===== config.mk =====
export PLATFORM = sky130hd
export DESIGN_NAME = hex7seg_scan_flat
export DESIGN_NICKNAME = d
export VERILOG_FILES = /design/src/rtl/hex7seg_if.sv /design/src/rtl/hex7seg_scan.sv /design/src/flat_wrapper.sv
export SDC_FILE = /design/constraint.sdc
export NUM_CORES = 1
export LEC_CHECK = 0
export ABC_CLOCK_PERIOD_IN_PS = 4400
export BUFFER_PORTS_ARGS = -buffer_cell sky130_fd_sc_hd__buf_2
export CAP_MARGIN = 25
export CORE_ASPECT_RATIO = 0.9
export CORE_MARGIN = 2
export CORE_UTILIZATION = 40
export DETAILED_ROUTE_END_ITERATION = 7
export GPL_TIMING_DRIVEN = 0
export SETUP_SLACK_MARGIN = 0.3
export SLEW_MARGIN = 20
export SYNTH_ARGS = -nofsm -noshare
export SYNTH_HDL_FRONTEND = slang
export SYNTH_SLANG_ARGS = --single-unit

===== constraint.sdc =====
create_clock -name clk -period 4.4 [get_ports clk]
set_clock_uncertainty 0.05 [all_clocks]
set_input_delay 0.88 -clock clk [delete_from_list [all_inputs] [get_ports clk]]
set_output_delay 0.88 -clock clk [all_outputs]
set_load 0.03 [all_outputs]

===== src/rtl/hex7seg_if.sv =====
// Write-side handshake bundle for hex7seg_scan: a value producer offers a
// full display word (one nibble per digit) with valid/ready flow control.
interface hex7seg_if #(
  parameter int DIGITS = 4
);
  logic                  wr_valid;
  logic                  wr_ready;
  logic [4*DIGITS-1:0]   wr_data;

  modport master (output wr_valid, output wr_data, input wr_ready);
  modport slave  (input wr_valid, input wr_data, output wr_ready);
endinterface


===== src/rtl/hex7seg_scan.sv =====
// hex7seg_scan: multiplexed hexadecimal seven-segment driver.
// Scans DIGITS digits over a shared gfedcba segment bus, each digit lit for
// DIV clocks. New values land in a shadow buffer and are committed to the
// displayed buffer only at a frame boundary, so a frame never mixes values.
// Optional feature: define HEX7SEG_LZB_EN for leading-zero blanking.
module hex7seg_scan #(
  parameter int DIGITS     = 4,
  parameter int DIV        = 1000,
  parameter int ACTIVE_LOW = 0
) (
  input  logic              clk,
  input  logic              rst_n,
  hex7seg_if.slave          wr,
  output logic [6:0]        seg,
  output logic [DIGITS-1:0] dig_en,
  output logic              frame_done
);

  localparam int PC_W  = (DIV > 1) ? $clog2(DIV) : 1;
  localparam int IDX_W = (DIGITS > 1) ? $clog2(DIGITS) : 1;
  localparam logic [PC_W-1:0]  PC_LAST  = PC_W'(DIV - 1);
  localparam logic [IDX_W-1:0] IDX_LAST = IDX_W'(DIGITS - 1);

  // Active-high gfedcba pattern for one hex nibble.
  function automatic logic [6:0] hex_decode(input logic [3:0] nib);
    logic [6:0] pat;
    case (nib)
      4'h0:    pat = 7'h3F;
      4'h1:    pat = 7'h06;
      4'h2:    pat = 7'h5B;
      4'h3:    pat = 7'h4F;
      4'h4:    pat = 7'h66;
      4'h5:    pat = 7'h6D;
      4'h6:    pat = 7'h7D;
      4'h7:    pat = 7'h07;
      4'h8:    pat = 7'h7F;
      4'h9:    pat = 7'h6F;
      4'hA:    pat = 7'h77;
      4'hB:    pat = 7'h7C;
      4'hC:    pat = 7'h39;
      4'hD:    pat = 7'h5E;
      4'hE:    pat = 7'h79;
      4'hF:    pat = 7'h71;
      default: pat = 7'h00;
    endcase
    return pat;
  endfunction

  logic [PC_W-1:0]     pc_r;
  logic [IDX_W-1:0]    idx_r;
  logic [4*DIGITS-1:0] active_r;
  logic [4*DIGITS-1:0] shadow_r;
  logic                pending_r;
  logic [6:0]          seg_r;
  logic [DIGITS-1:0]   dig_en_r;
  logic                frame_done_r;

  logic                tick_s;
  logic                boundary_s;
  logic                accept_s;
  logic [3:0]          nibble_s;
  logic [6:0]          seg_next_s;
  logic [DIGITS-1:0]   dig_en_next_s;

  // The shadow buffer is free whenever nothing is waiting to be committed.
  assign wr.wr_ready = ~pending_r;

  // Scan timing and write acceptance strobes.
  always_comb begin
    tick_s     = (pc_r == PC_LAST);
    boundary_s = tick_s && (idx_r == IDX_LAST);
    accept_s   = wr.wr_valid && !pending_r;
  end

  // Prescaler and digit index; idx advances once per DIV clocks and wraps.
  always_ff @(posedge clk or negedge rst_n) begin
    if (!rst_n) begin
      pc_r  <= '0;
      idx_r <= '0;
    end else if (tick_s) begin
      pc_r <= '0;
      if (idx_r == IDX_LAST) begin
        idx_r <= '0;
      end else begin
        idx_r <= idx_r + IDX_W'(1);
      end
    end else begin
      pc_r <= pc_r + PC_W'(1);
    end
  end

  // Shadow capture on an accepted write; commit to the displayed buffer at
  // a frame boundary. A write can only be accepted while nothing is pending,
  // so capture and commit never collide.
  always_ff @(posedge clk or negedge rst_n) begin
    if (!rst_n) begin
      shadow_r  <= '0;
      active_r  <= '0;
      pending_r <= 1'b0;
    end else if (accept_s) begin
      shadow_r  <= wr.wr_data;
      pending_r <= 1'b1;
    end else if (boundary_s && pending_r) begin
      active_r  <= shadow_r;
      pending_r <= 1'b0;
    end else begin
      pending_r <= pending_r;
    end
  end

  assign nibble_s      = active_r[{idx_r, 2'b00} +: 4];
  assign dig_en_next_s = DIGITS'(1) << idx_r;

`ifdef HEX7SEG_LZB_EN
  logic [DIGITS-1:0] blank_s;
  logic              lead_s;

  // Blank mask: walking down from the top digit, zeros stay blanked until
  // the first non-zero nibble. Digit 0 is never blanked.
  always_comb begin
    lead_s  = 1'b1;
    blank_s = '0;
    for (int i = DIGITS - 1; i >= 1; i--) begin
      if (active_r[4*i +: 4] != 4'h0) begin
        lead_s = 1'b0;
      end else begin
        lead_s = lead_s;
      end
      blank_s[i] = lead_s;
    end
  end

  assign seg_next_s = blank_s[idx_r] ? 7'h00 : hex_decode(nibble_s);
`else
  assign seg_next_s = hex_decode(nibble_s);
`endif

  // Output registers: pins change one cycle after idx/active, and the
  // frame pulse marks the cycle after each boundary.
  always_ff @(posedge clk or negedge rst_n) begin
    if (!rst_n) begin
      seg_r        <= 7'h00;
      dig_en_r     <= '0;
      frame_done_r <= 1'b0;
    end else begin
      seg_r        <= seg_next_s;
      dig_en_r     <= dig_en_next_s;
      frame_done_r <= boundary_s;
    end
  end

  // Pin polarity is applied after the registers, reset values included.
  assign seg        = (ACTIVE_LOW != 0) ? ~seg_r    : seg_r;
  assign dig_en     = (ACTIVE_LOW != 0) ? ~dig_en_r : dig_en_r;
  assign frame_done = frame_done_r;

endmodule


===== src/flat_wrapper.sv =====
// flat-port wrapper written by rule: the top's interface ports become plain ports
module hex7seg_scan_flat 
#(
  parameter int DIGITS     = 4,
  parameter int DIV        = 1000,
  parameter int ACTIVE_LOW = 0
)
  (clk, rst_n, seg, dig_en, frame_done, wr_wr_valid, wr_wr_data, wr_wr_ready);
  hex7seg_if #(.DIGITS(DIGITS)) wr_i ();
  input  logic clk;
  input  logic rst_n;
  output logic [6:0] seg;
  output logic [DIGITS-1:0] dig_en;
  output logic frame_done;
  input wire logic [$bits(wr_i.wr_valid)-1:0] wr_wr_valid;
  input wire logic [$bits(wr_i.wr_data)-1:0] wr_wr_data;
  output wire logic [$bits(wr_i.wr_ready)-1:0] wr_wr_ready;
  assign wr_i.wr_valid = wr_wr_valid;
  assign wr_i.wr_data = wr_wr_data;
  assign wr_wr_ready = wr_i.wr_ready;
  hex7seg_scan #(.DIGITS(DIGITS), .DIV(DIV), .ACTIVE_LOW(ACTIVE_LOW)) u_core (.clk(clk), .rst_n(rst_n), .wr(wr_i), .seg(seg), .dig_en(dig_en), .frame_done(frame_done));
endmodule

==> results of run 1 <==
==> synthesized netlist by cell type <==
cell	number	area share (%)
a21o_1	2	0.58
a21oi_1	6	1.2
a22o_1	1	0.34
a22oi_2	1	0.48
a311oi_1	2	0.67
and2_1	2	0.48
and3_1	3	0.72
buf_2	1	0.19
buf_4	1	0.29
buf_6	1	0.43
buf_8	1	0.58
clkbuf_1	4	0.58
dfrtp_1	57	55
ha_1	12	5.8
inv_1	9	1.3
mux2_1	9	3.9
mux2_2	24	10
mux4_2	5	4.3
nand2_1	4	0.58
nand2b_1	1	0.24
nand3_1	5	0.96
nand4_1	2	0.48
nand4b_2	1	0.58
nor2_1	10	1.4
nor2b_1	6	1.4
nor3_1	1	0.19
nor3_2	1	0.38
nor3b_1	4	1.2
o21a_1	1	0.29
o21ai_0	3	0.58
o21bai_1	2	0.58
o31ai_1	2	0.58
o32ai_1	1	0.34
or2_0	2	0.48
xnor2_1	2	0.67
xor2_1	7	2.3
==> layer usage <==
metal / vias to the layer above / track usage [%]
li1: 771 / -
met2: 35 / 21.1
met4: 0 / 5.82
met5: - / 0
met1: 768 / 18.0
met3: 6 / 5.55
==> power groups by stage <==
stage | logic [mW] | clock network, mW | registers [mW]
floorplan | 0.0150 | 0 | 0.556
global placement | 0.0332 | 0 | 0.560
detailed placement | 0.0341 | 0 | 0.560
CTS | 0.0341 | 0.481 | 0.551
global route | 0.0379 | 0.508 | 0.552
finish | 0.0327 | 0.466 | 0.550
==> worst max-delay path, delay by kind of cell, from the launching register on <==
family / cells / cell delay, ns
fa+ha+maj: 1 / 0.28
buf+inv: 2 / 0.32
flops: 1 / 0.38
mux: 1 / 0.32
simple gates: 3 / 0.61
==> cells by family after synthesis <==
group	after synthesis	synth area share [%]
flops	57	54.7
simple gates	42	9.11
mux	38	18.6
compound gates	21	5.56
buf+inv	17	3.36
fa+ha+maj	12	5.75
xor+xnor	9	3.02
==> final cells by class <==
cell class,instances,area (um2),share of cell area (%)
buffer,8,53.8,1.76
inverter,9,33.8,1.10
multi-input combinational,122,1100,35.8
tap,87,109,3.55
sequential,57,1430,46.5
clock inverter,3,40.0,1.31
clock buffer,13,149,4.86
timing repair buffer,31,158,5.14
==> flip-flops by register name (all words and copies together) (netlist names) <==
register / flops
u_core.frame_done: 1
u_core.idx_r: 2
u_core.seg: 7
u_core.shadow_r: 16
u_core.pending_r: 1
u_core.dig_en: 4
u_core.pc_r: 10
u_core.active_r: 16
==> metrics by stage <==
stage | cells | utilization (%)
2_1_floorplan | 196 | -
6_report | 330 | 49.3
3_5_place_dp | 314 | 46.3
5_1_grt | 330 | 49.3
4_1_cts | 330 | 49.3
3_3_place_gp | 314 | 46.2
==> worst max path at each step <==
| stage | cells after the start | from | slack [ns] | end |
|---|---|---|---|---|
| global route | 7 | u_core.pc_r[0]$_DFF_PN0_ | 2.15 | u_core.active_r[6]$_DFFE_PN0P_ |
| finish | 7 | u_core.pc_r[0]$_DFF_PN0_ | 2.32 | u_core.active_r[1]$_DFFE_PN0P_ |
| detailed placement | 5 | wr_wr_valid | 2.03 | u_core.shadow_r[14]$_DFFE_PN0P_ |
| CTS | 7 | u_core.pc_r[0]$_DFF_PN0_ | 2.28 | u_core.active_r[1]$_DFFE_PN0P_ |
| floorplan | 4 | wr_wr_valid | 2.40 | u_core.shadow_r[10]$_DFFE_PN0P_ |
| global placement | 5 | wr_wr_valid | 2.04 | u_core.shadow_r[9]$_DFFE_PN0P_ |
==> cells in the final DEF (no fill, tap or decap), types with 2 or more instances in the layout <==
| cell | n |
|---|---|
| nor3b_1 | 4 |
| mux2_2 | 24 |
| mux2_1 | 9 |
| inv_1 | 9 |
| o21bai_1 | 2 |
| dfrtp_1 | 57 |
| buf_2 | 31 |
| buf_4 | 2 |
| o31ai_1 | 2 |
| ha_1 | 12 |
| clkbuf_8 | 10 |
| a21o_1 | 2 |
| o21ai_0 | 3 |
| nor2b_1 | 6 |
| nand3_1 | 5 |
| nand2_1 | 4 |
| xor2_1 | 7 |
| mux4_2 | 5 |
| nor2_1 | 10 |
| clkinv_2 | 2 |
| xnor2_1 | 2 |
| and2_1 | 2 |
| nand4_1 | 2 |
| or2_0 | 2 |
| a21oi_1 | 6 |
| a311oi_1 | 2 |
| and3_1 | 3 |
| clkbuf_1 | 7 |
==> key figures, run 1 <==
Layout
  – Layout cells sized above 1: about 33%
  – Layout Area Growth over Synthesis: 17.4%
  – Final Cell Area: a little over 3000 um2
  – Layout fillers: roughly 600
  – Nets: around 270
  – Antenna diodes: 0

Timing
  – Final worst slack: between 2 and 2.5 ns
  – Setup-failing EPs final: 0
  – Final hold violation count: 0
  – Max-slew headroom: a little over half
  – Final Cycle Share: between 40% and 50%
  – Final setup TNS: 0 ns
  – Slew Viols, Final: 0
  – RSZ-0062 raised after global routing: no
  – Tmin final: around 2.1 ns
  – Achievable Freq: ~0.48 GHz
  – Slew @ Worst Pin: 0.699 ns
  – Hold_ws: between 0.4 and 0.5 ns

Critical path
  – Reg-to-reg slack, setup: approximately 2.3 ns
  – Critical R2R Launch: u_core.pc_r[0]$_DFF_PN0_
  – Worst reg2reg path depth: 7
  – WS Path Type: register to register
  – Crit-path slowest cell: dfrtp_1
  – CP Capture Type: register
  – Startpoint types: register
  – Worst Path Arrival: 2.25 ns
  – Critical-path cell list: ha_1 -> nand4b_2 -> nor3_2 -> and3_1 -> buf_4 -> buf_8 -> mux2_1
  – CP required: around 4.6 ns
  – Critical R2R Capture: u_core.active_r[1]$_DFFE_PN0P_
  – Worst Path Max Fanout: 10
  – Delay of the slowest cell on the worst path: between 0.3 and 0.4 ns

Yosys
  – Net Count, Synth: roughly 230
  – Post-Syn Area per Cell: approximately 13 um2
  – Synth Register Bits: 57
  – Netlist Area Pre-Place: roughly 2600 um2
  – Yosys warnings: 0
  – Post-Syn Instances: roughly 200
  – Synth cell types: 36
  – Seq/Total Area, Yosys: a little over half

Drt
  – Final wirelength: about 4.2 mm
  – Initial drt markers: 30
  – Met3 WL post-DR: 193 um
  – Number of nets with antenna violations after detailed routing: 0
  – Via count: around 1600
  – DRC Markers: 0
  – Total length of routed met2 wires: 1.93 mm
  – Top layer reached by signal wires: met4
  – Post-Route M1 WL: roughly 2.0 mm
  – DRT Pass-1 Iters: 5
  – Routed vias/inst: 4.79
  – DR WL/cell: between 10 and 15 um

Worst hold path
  – HP Class: register to register
  – Worst Min Path Start: u_core.pc_r[0]$_DFF_PN0_
  – WHS Endpoint: u_core.pc_r[0]$_DFF_PN0_
  – Hold Path Cell Cnt: 1

Global routing
  – Tot GR Track Use: between 10% and 20%
  – Vias in the first global route: about 1600
  – Largest net degree at the start of global routing: 58
  – Initial antenna violation count: 0
  – Remaining global-route overflow: 0
  – First-pass GRT wire length: 7.53 mm

Clock network
  – Htree depth: 3
  – Max clock buf depth: 2
  – Clk root buf: clkbuf_8
  – CTS sink count: 57
  – Clk_lat worst skew: approximately 0.33 ns
  – Cts bufs inserted: 9
  – CTS tree: built
  – Clock-pin slew on the worst setup and hold paths: about 0.06 ns
  – Cts hold-fix bufs: 0
  – Post-CTS Setup Bufs: 0
  – CTS resizes: 0

Floorplan
  – Die area: ~7200 um2
  – IO Pins: 32
  – Core footprint: 6220 um2
  – Chip Height: approximately 81 um
  – Die span in x: a little under 90 um
  – # rows: 27
  – Initial Util: around two fifths

Power and ir drop
  – Clk network pwr share: between 40% and 50%
  – Worst VDD drop: just under 0.2 mV
  – Total power: 1.05 mW
  – Sequential share of power: a little over half
  – Logic pwr share: between 3 and 4%
  – Sw power: 0.214 mW
  – Int Power: roughly 0.84 mW
  – Net Sw Frac: 20.4%
  – PwrDens: 342 nW/um2
  – P_leak: 1.49 nW

Place
  – Post-place setup slack: between 2 and 2.5 ns
  – Post-DP HPWL: around 3 mm
  – Buffers on Ports: 31
  – GPL Wtd Cong: 0.761
  – Placed cell area: ~2900 um2

Flow run
  – Max Cap Violations: 0

Status
  – Status: completed
Power figures use the tool's default switching activity.
==> run 2: changes to the inputs <==
ABC_CLOCK_PERIOD_IN_PS = 1900   (was 4400)
clock period = 1.9 ns   (was 4.4 ns; I/O delays follow)
==> run 2 against run 1 <==
  * Hold slack got worse by 0.40 ns
  * Cell count grew 7.6%
  * Register-to-register slack worse by 2.3 ns
  * Sequential share of layout area is 5.6 points lower
  * Global-route usage increased by 3.1 points
  * Critical endpoint is now u_core.active_r[6]$_DFFE_PN0P_
  * Die area unchanged
  * First-iteration DRC count is 40% higher
  * Final area grew 14%
==> key figures, run 2 (same netlist as run 1, synthesis figures left out) <==
Status
  – Status: completed

Layout
  – Most frequent cells in the layout: dfrtp_1 (56), buf_2 (31), buf_4 (22)
  – Antenna diodes: 0 (unchanged)
  – Flip-flop and latch area: 1430 um2 (about the same)
  – Commonest non-fill, non-tap cell in the layout: dfrtp_1
  – Multi-input gate area: 1260 um2 (+15%)
  – Layout cells sized above 1: 49.3% (+16 points)
  – Final Cell Area: 3490 um2 (+14%)
  – Layout fillers: 559 (-5.9%)
  – Largest regs: u_core.active_r: 16 flops, u_core.shadow_r: 16 flops, u_core.pc_r: 10 flops
  – Nets: 295 (+9.7%)
  – Layout Area Growth over Synthesis: 33.6%
  – Non-filler cells, final: 355 (+7.6%)

Clock network
  – Cts hold-fix bufs: 0 (unchanged)
  – CTS sink count: 57 (unchanged)
  – Clk_lat worst skew: 0.34 ns (about the same)
  – Cts bufs inserted: 9 (unchanged)
  – CTS tree: built
  – Clock-pin slew on the worst setup and hold paths: 0.06 ns (about the same)
  – Clk root buf: clkbuf_8
  – Htree depth: 3 (unchanged)
  – Max clock buf depth: 2 (unchanged)

Timing
  – Achievable Freq: 0.533 GHz (+11%)
  – Max-slew headroom: 53.0% (-0.40 points)
  – Final hold violation count: 0 (unchanged)
  – Slew Viols, Final: 0 (unchanged)
  – Final Cycle Share: 98.7% (+51 points)
  – Hold_ws: 0.0315 ns (-0.399 ns)
  – Tmin final: 1.88 ns (-0.209 ns)
  – RSZ-0062 raised after global routing: yes
  – Slew @ Worst Pin: 0.705 ns (+0.00596 ns)
  – Final worst slack: 0.0247 ns (-2.29 ns)
  – Setup-failing EPs final: 0 (unchanged)

Drt
  – DRC Markers: 0 (unchanged)
  – DRT Pass-1 Iters: 5 (unchanged)
  – Routed vias/inst: 4.92 (+2.8%)
  – Initial drt markers: 42 (+40%)
  – Number of nets with antenna violations after detailed routing: 0 (unchanged)
  – DR WL/cell: 14.7 um (+16%)
  – Final wirelength: 5.20 mm (+25%)
  – Via count: 1748 (+11%)

Critical path
  – CP required: 2.07 ns (-2.49 ns)
  – Critical R2R Capture: u_core.active_r[6]$_DFFE_PN0P_
  – WS Path Type: register to register
  – Worst Path Max Fanout: 5 (-5)
  – Startpoint types: register
  – CP Capture Type: register
  – Critical R2R Launch: u_core.pc_r[1]$_DFF_PN0_
  – Worst Path Arrival: 2.05 ns (-0.20 ns)
  – Reg-to-reg slack, setup: 0.02 ns (-2.29 ns)
  – Worst reg2reg path depth: 8 (+1)

Place
  – Placed cell area: 2950 um2 (+2.6%)
  – Post-place setup slack: -0.0837 ns (-2.12 ns)
  – Post-DP HPWL: 3.15 mm (+6.2%)
  – Placed cells: 314 (unchanged)
  – Buffers on Ports: 31 (unchanged)
  – GPL Wtd Cong: 0.744 (-2.3%)

Global routing
  – Initial antenna violation count: 0 (unchanged)
  – Remaining global-route overflow: 0 (unchanged)
  – Largest net degree at the start of global routing: 58 (unchanged)
  – First-pass GRT wire length: 8.91 mm (+18%)
  – Tot GR Track Use: 17.2% (+3.1 points)
  – Vias in the first global route: 1829 (+14%)

Floorplan
  – IO Pins: 32 (unchanged)
  – Chip Height: 80.6 um (unchanged)
  – # rows: 27 (unchanged)
  – Die span in x: 89.1 um (unchanged)
  – Core footprint: 6220 um2 (unchanged)
  – Die area: 7190 um2 (unchanged)
  – Initial Util: 42.0% (unchanged)

Power and ir drop
  – P_leak: 1.70 nW (+14%)
  – PwrDens: 689 nW/um2 (+100%)
  – Worst VDD drop: 0.513 mV (+160%)

Worst hold path
  – HP Class: input port to asynchronous set/reset pin

Flow run
  – Max Cap Violations: 0 (unchanged)
[run 2: cell types whose count changed in the layout (fill, tap and decap cells not counted), sizes merged]
cell    before  now
buf         35   61
clkbuf      17   14
clkinv       2    3
mux4         5    6
[run 2: through the flow]
stage | setup TNS [ns] | utilization, % | power [mW]
3_5_place_dp | -0.276 | 47.5 | 1.38
5_1_grt | -0.352 | 56.1 | 2.50
3_3_place_gp | -0.201 | 47.4 | 1.37
2_1_floorplan | 0 | - | 1.32
4_1_cts | 0 | 54.7 | 2.44
6_report | 0 | 56.1 | 2.40
[run 2: worst max path at each step]
stage                                      startpoint                              to  slack, ns
after detailed placement  u_core.idx_r[0]$_DFFE_PN0N_         u_core.seg[3]$_DFF_PN0_      -0.08
after CTS                 u_core.idx_r[0]$_DFFE_PN0N_         u_core.seg[1]$_DFF_PN0_       0.04
final                        u_core.pc_r[1]$_DFF_PN0_  u_core.active_r[6]$_DFFE_PN0P_       0.02
after floorplan           u_core.idx_r[0]$_DFFE_PN0N_         u_core.seg[1]$_DFF_PN0_       0.08
after global routing         u_core.pc_r[1]$_DFF_PN0_  u_core.active_r[6]$_DFFE_PN0P_      -0.04
after global placement    u_core.idx_r[0]$_DFFE_PN0N_         u_core.seg[0]$_DFF_PN0_      -0.07
[run 2: area by class of cell]
class | count | share of cell area [%]
repair buffers | 56 | 11.4
plain buffers | 8 | 2.12
clock buffers | 11 | 3.77
flip-flops and latches | 57 | 41.0
clock inverters | 4 | 1.29
well taps | 87 | 3.12
multi-input cells | 123 | 36.2
inverters | 9 | 1.11
[run 2: timing repair]
| item | 4_1_cts | 5_1_grt |
|---|---|---|
| setup buffers | 17 | 7 |
| gates resized for setup | 21 | 14 |
| endpoints found under the setup margin | 37 | 30 |
| gates cloned | 2 | 0 |
| pin swaps | 3 | 4 |
[run 2: where the power goes]
| part | total [mW] | switching (mW) | internal [mW] |
|---|---|---|---|
| clock | 1.05 | 0.457 | 0.591 |
| sequential | 1.28 | 0.0216 | 1.25 |
| combinational | 0.0786 | 0.0356 | 0.0430 |
| total | 2.40 | 0.514 | 1.89 |
[run 2: routing by layer]
layer | track usage, % | routed length [um]
met5 | 0 | 0
met2 | 26.4 | 2490
met4 | 8.96 | 129
met1 | 21.0 | 2280
met3 | 6.06 | 302
[run 2: critical path, stage by stage, from the launching register on]
cell,delay (ns)
dfrtp_1,0.38
ha_4,0.16
nand4b_4,0.11
nor3_4,0.21
and3_4,0.21
buf_8,0.11
buf_12,0.11
buf_12,0.11
mux2_4,0.30
==> run 3: changes to the inputs <==
ABC_AREA = 1   (was unset)
==> run 3 against run 2 <==
  * Global-route usage is 1.8 points lower
  * Sequential cell count is the same
  * Sequential power increased by 16%
  * Critical path depth is 4 higher
  * Die area up 2.7%
  * Sequential share of layout area up 1.0 points
  * Wire length down 1.5%
  * Register-to-register slack better by 0.03 ns
  * Clock power grew 5%
==> key figures, run 3 <==
Status
  – Status: completed

Global routing
  – Vias in the first global route: 2008 (+9.8%)
  – Remaining global-route overflow: 0 (unchanged)
  – First-pass GRT wire length: 8.90 mm (-0.15%)
  – Largest net degree at the start of global routing: 58 (unchanged)
  – Initial antenna violation count: 0 (unchanged)
  – Tot GR Track Use: 15.3% (-1.8 points)

Yosys
  – Share of the synthesized area in the top cell type: 53.1% (-1.5 points)
  – Number of synthesized flops with an enable pin: 0 (unchanged)
  – Synth Register Bits: 57 (unchanged)
  – Largest area contributor in the netlist: dfrtp_1
  – Most common cell in the netlist: nand2_1
  – Commonest cells in the netlist: nand2_1 (87), dfrtp_1 (57), inv_1 (18), nor2_1 (18), nand4_1 (17)
  – Post-Syn Instances: 284 (+45%)
  – Net Count, Synth: 315 (+39%)
  – Yosys warnings: 0 (unchanged)
  – Async S/R FF share, synth: 100% (unchanged)
  – Synth cell types: 29 (-19%)
  – Seq/Total Area, Yosys: 53.1% (-1.5 points)
  – Post-synth top flop: dfrtp_1
  – Dominant cells by area after synthesis: dfrtp_1 (53%), nand2_1 (12%), ha_1 (5.6%)
  – Netlist Area Pre-Place: 2680 um2 (+2.8%)
  – Post-Syn Area per Cell: 9.45 um2 (-29%)

Clock network
  – Cts bufs inserted: 9 (unchanged)
  – Clk_lat worst skew: 0.33 ns (about the same)
  – CTS tree: built
  – CTS sink count: 57 (unchanged)
  – Clock-pin slew on the worst setup and hold paths: 0.06 ns (about the same)
  – Max clock buf depth: 2 (unchanged)
  – Clk root buf: clkbuf_8
  – Htree depth: 3 (unchanged)

Critical path
  – Worst Path Arrival: 2.01 ns (-0.04 ns)
  – CP required: 2.07 ns (about the same)
  – Critical R2R Launch: u_core.idx_r[0]$_DFFE_PN0N_
  – Startpoint types: register
  – Critical R2R Capture: u_core.seg[4]$_DFF_PN0_
  – Reg-to-reg slack, setup: 0.06 ns (+0.03 ns)
  – Worst reg2reg path depth: 12 (+4)
  – Worst Path Max Fanout: 7 (+2)
  – WS Path Type: register to register
  – CP Capture Type: register

Timing
  – Hold_ws: 0.0387 ns (+0.00718 ns)
  – Tmin final: 1.84 ns (-0.0306 ns)
  – RSZ-0062 raised after global routing: yes
  – Slew Viols, Final: 0 (unchanged)
  – Final hold violation count: 0 (unchanged)
  – Max-slew headroom: 53.3% (+0.29 points)
  – Setup-failing EPs final: 0 (unchanged)
  – Final Cycle Share: 97.1% (-1.6 points)
  – Achievable Freq: 0.542 GHz (+1.7%)
  – Final setup TNS: 0 ns (unchanged)
  – Final worst slack: 0.0553 ns (+0.0306 ns)
  – Slew @ Worst Pin: 0.701 ns (-0.00441 ns)

Worst hold path
  – HP Class: input port to asynchronous set/reset pin

Layout
  – Nets: 374 (+27%)
  – Final Cell Area: 3400 um2 (-2.4%)
  – Largest regs: u_core.active_r: 16 flops, u_core.shadow_r: 16 flops, u_core.pc_r: 10 flops
  – Multi-input gate area: 1200 um2 (-5.3%)
  – Antenna diodes: 0 (unchanged)
  – Commonest non-fill, non-tap cell in the layout: nand2_1
  – Layout fillers: 624 (+12%)
  – Layout Area Growth over Synthesis: 26.8%
  – Flip-flop and latch area: 1430 um2 (unchanged)
  – Most frequent cells in the layout: nand2_1 (81), dfrtp_1 (56), buf_2 (30)
  – Layout cells sized above 1: 31.4% (-18 points)

Drt
  – Initial drt markers: 70 (+67%)
  – DRC Markers: 0 (unchanged)
  – DR WL/cell: 11.7 um (-20%)
  – Final wirelength: 5.12 mm (-1.5%)
  – Via count: 2014 (+15%)
  – Number of nets with antenna violations after detailed routing: 0 (unchanged)
  – DRT Pass-1 Iters: 4 (-1)
  – Routed vias/inst: 4.61 (-6.4%)

Place
  – Post-place setup slack: -0.160 ns (-0.0759 ns)
  – Buffers on Ports: 31 (unchanged)
  – Placed cell area: 3010 um2 (+1.9%)
  – Post-DP HPWL: 3.44 mm (+9.2%)
  – GPL Wtd Cong: 0.792 (+6.4%)

Flow run
  – Max Cap Violations: 0 (unchanged)

Power and ir drop
  – Sw power: 0.731 mW (+42%)
  – Logic pwr share: 13.4% (+10 points)
  – Total power: 3.00 mW (+25%)
  – Int Power: 2.27 mW (+20%)
  – Sequential share of power: 49.8% (-3.3 points)
  – P_leak: 1.73 nW (+2.2%)
  – Net Sw Frac: 24.4% (+3.0 points)
  – Clk network pwr share: 36.8% (-6.8 points)
  – Worst VDD drop: 0.698 mV (+36%)
  – PwrDens: 881 nW/um2 (+28%)

Floorplan
  – Initial Util: 41.0% (-1.0 points)
  – Die area: 7380 um2 (+2.7%)
  – IO Pins: 32 (unchanged)
  – Chip Height: 81.7 um (+1.3%)
  – Die span in x: 90.3 um (+1.3%)
  – Core footprint: 6550 um2 (+5.4%)
  – # rows: 28 (+3.7%)
-- run 3: worst max path at each step --
stage / from / endpoint / slack, ns / cells after the start
final: u_core.idx_r[0]$_DFFE_PN0N_ / u_core.seg[4]$_DFF_PN0_ / 0.06 / 12
after detailed placement: u_core.idx_r[0]$_DFFE_PN0N_ / u_core.seg[4]$_DFF_PN0_ / -0.16 / 12
after CTS: u_core.idx_r[0]$_DFFE_PN0N_ / u_core.seg[4]$_DFF_PN0_ / 0.05 / 12
after floorplan: u_core.idx_r[0]$_DFFE_PN0N_ / u_core.seg[4]$_DFF_PN0_ / 0.03 / 12
after global placement: u_core.idx_r[0]$_DFFE_PN0N_ / u_core.seg[4]$_DFF_PN0_ / -0.13 / 12
after global routing: u_core.idx_r[0]$_DFFE_PN0N_ / u_core.seg[4]$_DFF_PN0_ / -0.04 / 12
-- run 3: cells by family (layout without fill, tap and decap cells) --
group | after synthesis | count (layout) | synth area share, %
AOI/OAI and AO/OA | 16 | 16 | 3.17
xor gates and xnor gates | 1 | 1 | 0.326
adders and majority gates | 12 | 12 | 5.59
buffers and inverters | 34 | 97 | 5.73
DFF | 57 | 57 | 53.1
muxes | 16 | 16 | 6.71
and+or+nand+nor | 148 | 148 | 25.3
-- run 3: per-layer routing --
metal | part of all wire (%) | up-vias | global-route usage (%)
met5 | 0 | - | 0
met4 | 1.3 | 0 | 7.38
met3 | 6.3 | 8 | 5.23
met2 | 44 | 55 | 24.8
met1 | 48 | 906 | 18.8
li1 | - | 1045 | -
-- run 3: final cells by class --
| type | instances | area share [%] |
|---|---|---|
| Timing Repair Buffer | 48 | 8.57 |
| Inverter | 24 | 2.87 |
| Tap cell | 90 | 3.31 |
| Buffer | 10 | 2.39 |
| Multi-Input combinational cell | 193 | 35.2 |
| Sequential cell | 57 | 42.0 |
| Clock buffer | 12 | 4.56 |
| Clock inverter | 3 | 1.18 |
-- run 3: repair_timing --
item,in CTS,in global routing
cloned,0,1
setup buffers,9,7
hold buffers,0,0
pin swaps,5,5
endpoints found under the setup margin,17,29
gates resized for setup,6,17
-- run 3: stage by stage --
stage          std cells  util (%)
2_1_floorplan        284         -
3_3_place_gp         405      45.9
3_5_place_dp         405      45.9
4_1_cts              429      50.3
5_1_grt              437      51.9
6_report             437      51.9
-- run 3: power groups by stage --
| stage | Combinational [mW] | Sequential, mW | Clock [mW] |
|---|---|---|---|
| finish | 0.402 | 1.49 | 1.10 |
| global route | 0.454 | 1.52 | 1.19 |
| CTS | 0.399 | 1.49 | 1.15 |
| detailed placement | 0.399 | 1.52 | 0 |
| global placement | 0.387 | 1.51 | 0 |
| floorplan | 0.307 | 1.48 | 0 |
-- run 3: worst max-delay path, stage by stage (launching register included) --
cell and delay (ns):
dfrtp_1 0.39, buf_6 0.14, buf_4 0.14, nand2_1 0.07, nand3_1 0.14, nand2_4 0.13
inv_2 0.07, ha_4 0.16, or2_4 0.22, nand2_2 0.06, nand2_1 0.05, nand2_1 0.06
nand2_1 0.05
